<file path="src/rtl/mult_datapath.sv">
// Shift-add multiplier datapath driven by an external control FSM.
// Holds the operand/accumulator registers, the step counter and the result register.
module mult_datapath #(
  parameter int WIDTH = 8
) (
  input  logic                 clk,
  input  logic                 rst,
  input  logic [WIDTH-1:0]     multiplicand,
  input  logic [WIDTH-1:0]     multiplier,
  input  logic                 load,
  input  logic                 shift,
  input  logic                 clear,
  input  logic                 start_count_flag,
  output logic                 counter_flag,
  output logic [2*WIDTH-1:0]   product
);

  localparam int CW = $clog2(WIDTH) + 1;
  localparam logic [CW-1:0] CNT_LAST = CW'(WIDTH - 1);
  localparam logic [CW-1:0] CNT_MAX  = CW'(WIDTH);

  logic [2*WIDTH-1:0] a_q, a_d;
  logic [WIDTH-1:0]   b_q, b_d;
  logic [2*WIDTH-1:0] acc_q, acc_d;
  logic [CW-1:0]      cnt_q, cnt_d;
  logic [2*WIDTH-1:0] res_q, res_d;
  logic [2*WIDTH-1:0] step_sum;

  assign counter_flag = start_count_flag && (cnt_q == CNT_LAST);
  assign product      = res_q;
  assign step_sum     = b_q[0] ? (acc_q + a_q) : acc_q;

  // Command priority is load > clear > shift; res only moves on the final counted step.
  always_comb begin
    a_d   = a_q;
    b_d   = b_q;
    acc_d = acc_q;
    cnt_d = cnt_q;
    res_d = res_q;
    if (load) begin
      a_d   = {{WIDTH{1'b0}}, multiplicand};
      b_d   = multiplier;
      acc_d = '0;
      cnt_d = '0;
    end else if (clear) begin
      a_d   = '0;
      b_d   = '0;
      acc_d = '0;
      cnt_d = '0;
    end else if (shift) begin
      acc_d = step_sum;
      a_d   = a_q << 1;
      b_d   = b_q >> 1;
      if (start_count_flag && (cnt_q != CNT_MAX)) begin
        cnt_d = cnt_q + 1'b1;
      end
      if (counter_flag) begin
        res_d = step_sum;
      end
    end
  end

  always_ff @(posedge clk or negedge rst) begin
    if (!rst) begin
      a_q   <= '0;
      b_q   <= '0;
      acc_q <= '0;
      cnt_q <= '0;
      res_q <= '0;
    end else begin
      a_q   <= a_d;
      b_q   <= b_d;
      acc_q <= acc_d;
      cnt_q <= cnt_d;
      res_q <= res_d;
    end
  end

endmodule

</file>
<file path="config.mk">
export PLATFORM = sky130hd
export DESIGN_NAME = mult_datapath
export DESIGN_NICKNAME = d
export VERILOG_FILES = /design/src/rtl/mult_datapath.sv
export SDC_FILE = /design/constraint.sdc
export NUM_CORES = 1
export LEC_CHECK = 0
export ABC_AREA = 1
export BUFFER_PORTS_ARGS = -buffer_cell sky130_fd_sc_hd__clkbuf_2
export CAP_MARGIN = 20
export CORE_ASPECT_RATIO = 0.75
export CORE_MARGIN = 3
export CORE_UTILIZATION = 63
export DETAILED_ROUTE_END_ITERATION = 6
export GPL_ROUTABILITY_DRIVEN = 0
export HOLD_SLACK_MARGIN = 0.15
export PLACE_DENSITY = 0.85
export RECOVER_POWER = 50
export SETUP_SLACK_MARGIN = 0.4
export SYNTH_ARGS = -nofsm -noshare
export SYNTH_HDL_FRONTEND = slang
export SYNTH_SLANG_ARGS = --single-unit
</file>
<file path="constraint.sdc">
create_clock -name clk -period 4.7 [get_ports clk]
set_input_delay 0.705 -clock clk [delete_from_list [all_inputs] [get_ports clk]]
set_output_delay 0.705 -clock clk [all_outputs]
set_load 0.05 [all_outputs]
</file>
==> flow_summary.ini <==
[final_layout]
final_util = 0.7273
layout-drive-gt1-share = 0.1406
n_fill_cell = 450
mostFrequentLayoutCell = nand2_1
fin_nets = 547
area_growth_pct = 10.20
most-common-layout-cells = nand2_1 (156), inv_1 (75), dfrtp_1 (60)
fin_cells = 587
antenna_cells = 0

[critical_path]
r2r_start = a_q[0]
critPathKind = in2reg
cpMaxStageDelayCell = nor2_1
cp_max_fo = 26
crit_chain = clkbuf_1 > nor2_8 > inv_4 > nor2_1 > inv_2 > o2bb2ai_1 > inv_1
arrival_ns = 3.03
startpoint = load
worstPathRequired_ns = 4.93
path_delay_family = simple AND/OR/NAND/NOR gates
critPathBufInv = 4
endpoint_kind = flip-flop
critPathMaxStageDelay_ns = 0.82
critPathLaunchType = input pin

[place]
dp.cells = 571
io_buffer_count = 38
dp_hpwl_um = 6230

[floorplanning]
fp-row-count = 23
start_util = 0.6600
core_area_um2 = 5410
die_h_um = 71.20
die-area_um2 = 6617
io_pins = 39
dieWidth_um = 92.94

[clock_network]
hold_buffers = 0
cts_sinks = 60
cts_setup_buffers = 0
cts_buffers = 9
clk_pin_slew_ns = 0.07
tritoncts = yes
clkLatencyLatePin_ns = 0.34
clockBufferDepth = 2
h-tree-depth = 3
clock_tree.root_cell = clkbuf_8
cts_resized = 0

[yosys]
synth_edf_count = 0
synth.net_count = 511
yosys_warnings = 0
ys_seq_area_frac = 0.4205
syn_area_per_cell_um2 = 7.582
yosysUniqueCellTypes = 34
synth-seq-cells = 60
synth_ff_type = dfrtp_1
syn_area_um2 = 3571
synth_cells = 471
synth-async-reset-ratio = 1.000

[grt]
grt_antenna_before_repair = 0
grt_max_degree = 41
grt_pass1_wl_um = 14510
gr-total-overflow = 0
grt_use_total = 0.2808
grt_pass1_vias = 3025

[detailed_routing]
vias_per_cell = 5.438
wl_um = 8426
dr_total_vias = 3192
routedWlPerCell_um = 14.35
ant_nets = 0
firstDrtPassIters = 6
drt_iter0_drc = 339
route.detailed.drc = 0

[timing]
setup_viol = 0
hold_ws_ns = 0.4879
min_period_over_period = 0.5949
max_slew_margin = 0.2311
fin_tns_setup_ns = 0
fmax_mhz = 357.6
min_period_ns = 2.796
worst-slew-pin-transition_ns = 1.153
hold_viol_final = 0
rsz0062_at_grt = false
finClkSkew_ns = 0.01233
drv_slew = 0

[status]
status = finished clean

[pwr]
leakage_nw = 2.169
peakVddDrop_mv = 0.2380
clockPowerShare = 0.379
total_power_mw = 1.087
p_seq_frac = 0.506
intPower_mw = 0.7797
power.switching_mw = 0.3076
p_per_area_nw_per_um2 = 276.3
combPwrFrac = 0.115
p_sw_frac = 0.2829

[run]
drv_cap = 0

[min_path]
min_path_type = reg2reg
min-delay-start = product[5]
## power groups by stage
stage / logic [mW] / registers [mW] / clock network (mW)
floorplan: 0.0889 / 0.549 / 0
global placement: 0.120 / 0.558 / 0
detailed placement: 0.124 / 0.559 / 0
CTS: 0.125 / 0.549 / 0.417
global route: 0.141 / 0.551 / 0.443
finish: 0.125 / 0.550 / 0.412
## through the flow
| step | setup slack [ns] | area, um2 |
|---|---|---|
| 6_report | 1.904 | 3935 |
| 5_1_grt | 1.694 | 3935 |
| 4_1_cts | 2.459 | 3948 |
| 3_5_place_dp | 2.139 | 3770 |
| 3_3_place_gp | 2.193 | 3770 |
| 2_1_floorplan | 2.786 | 3571 |
## per-layer routing
| metal | track usage | vias to the layer above | wire length (um) | share of wire |
|---|---|---|---|---|
| met5 | 0 | - | 0 | 0 |
| met4 | 0.06829 | 0 | 95 | 0.011 |
| met3 | 0.05632 | 12 | 507 | 0.060 |
| met2 | 0.4230 | 112 | 3754 | 0.45 |
| met1 | 0.4216 | 1498 | 4068 | 0.48 |
| li1 | - | 1570 | - | - |
## final cells by class
| type | count | area, um2 | share of cell area |
|---|---|---|---|
| inverters | 79 | 299.0 | 0.07599 |
| well taps | 75 | 93.84 | 0.02385 |
| clock buffers | 10 | 137.6 | 0.03498 |
| repair buffers | 39 | 192.7 | 0.04897 |
| clock inverters | 6 | 40.04 | 0.01017 |
| multi-input cells | 318 | 1670 | 0.4245 |
| flip-flops and latches | 60 | 1501 | 0.3816 |
## flip-flops by register name, summed over array words and instances (netlist names)
name     count
a_q         16
acc_q       16
b_q          8
cnt_q        4
product     16
## kinds of logic (layout without fill, tap and decap cells)
group,count (synthesis),count (layout),share of synthesized area
buffers and inverters,93,134,0.1097
flip-flops,60,60,0.4205
AND/OR/NAND/NOR,232,232,0.2814
adder cells (fa/ha/maj),18,18,0.06517
XOR/XNOR,7,7,0.01717
AO/OA/AOI/OAI,61,61,0.1062
## synth_stat cells (7+ instances only)
library cell / n / area, um2
a21oi_1: 10 / 50.05
dfrtp_1: 60 / 1501
ha_1: 17 / 212.7
inv_1: 75 / 281.5
nand2_1: 156 / 585.6
nand3_1: 43 / 215.2
nor2_1: 11 / 41.29
o21ai_0: 16 / 80.08
o21ai_1: 9 / 45.04
o221ai_1: 7 / 61.31
o22ai_1: 11 / 68.82
or2_2: 9 / 56.30
## path summary, 6_finish.rpt
check	end	slack (ns)	depth (start not counted)
min reg2reg	product[5]	0.49	2
max	b_q[0]	1.90	7
max reg2reg	product[8]	2.42	11
min	product[5]	0.49	2
max in group asynchronous	a_q[12]	3.02	2
min in group asynchronous	a_q[4]	0.57	1
## worst register-to-register path, stage by stage, from the launching register on
cell     delay [ns]
dfrtp_1        0.39
ha_1           0.28
fa_1           0.43
nand2_1        0.08
nand2_1        0.06
and2_1         0.18
nand2_1        0.07
nand2_1        0.05
xnor2_1        0.30
nand2_1        0.14
nand3_1        0.14
nand2_1        0.06
No activity file was read; power rests on OpenSTA's default activity.
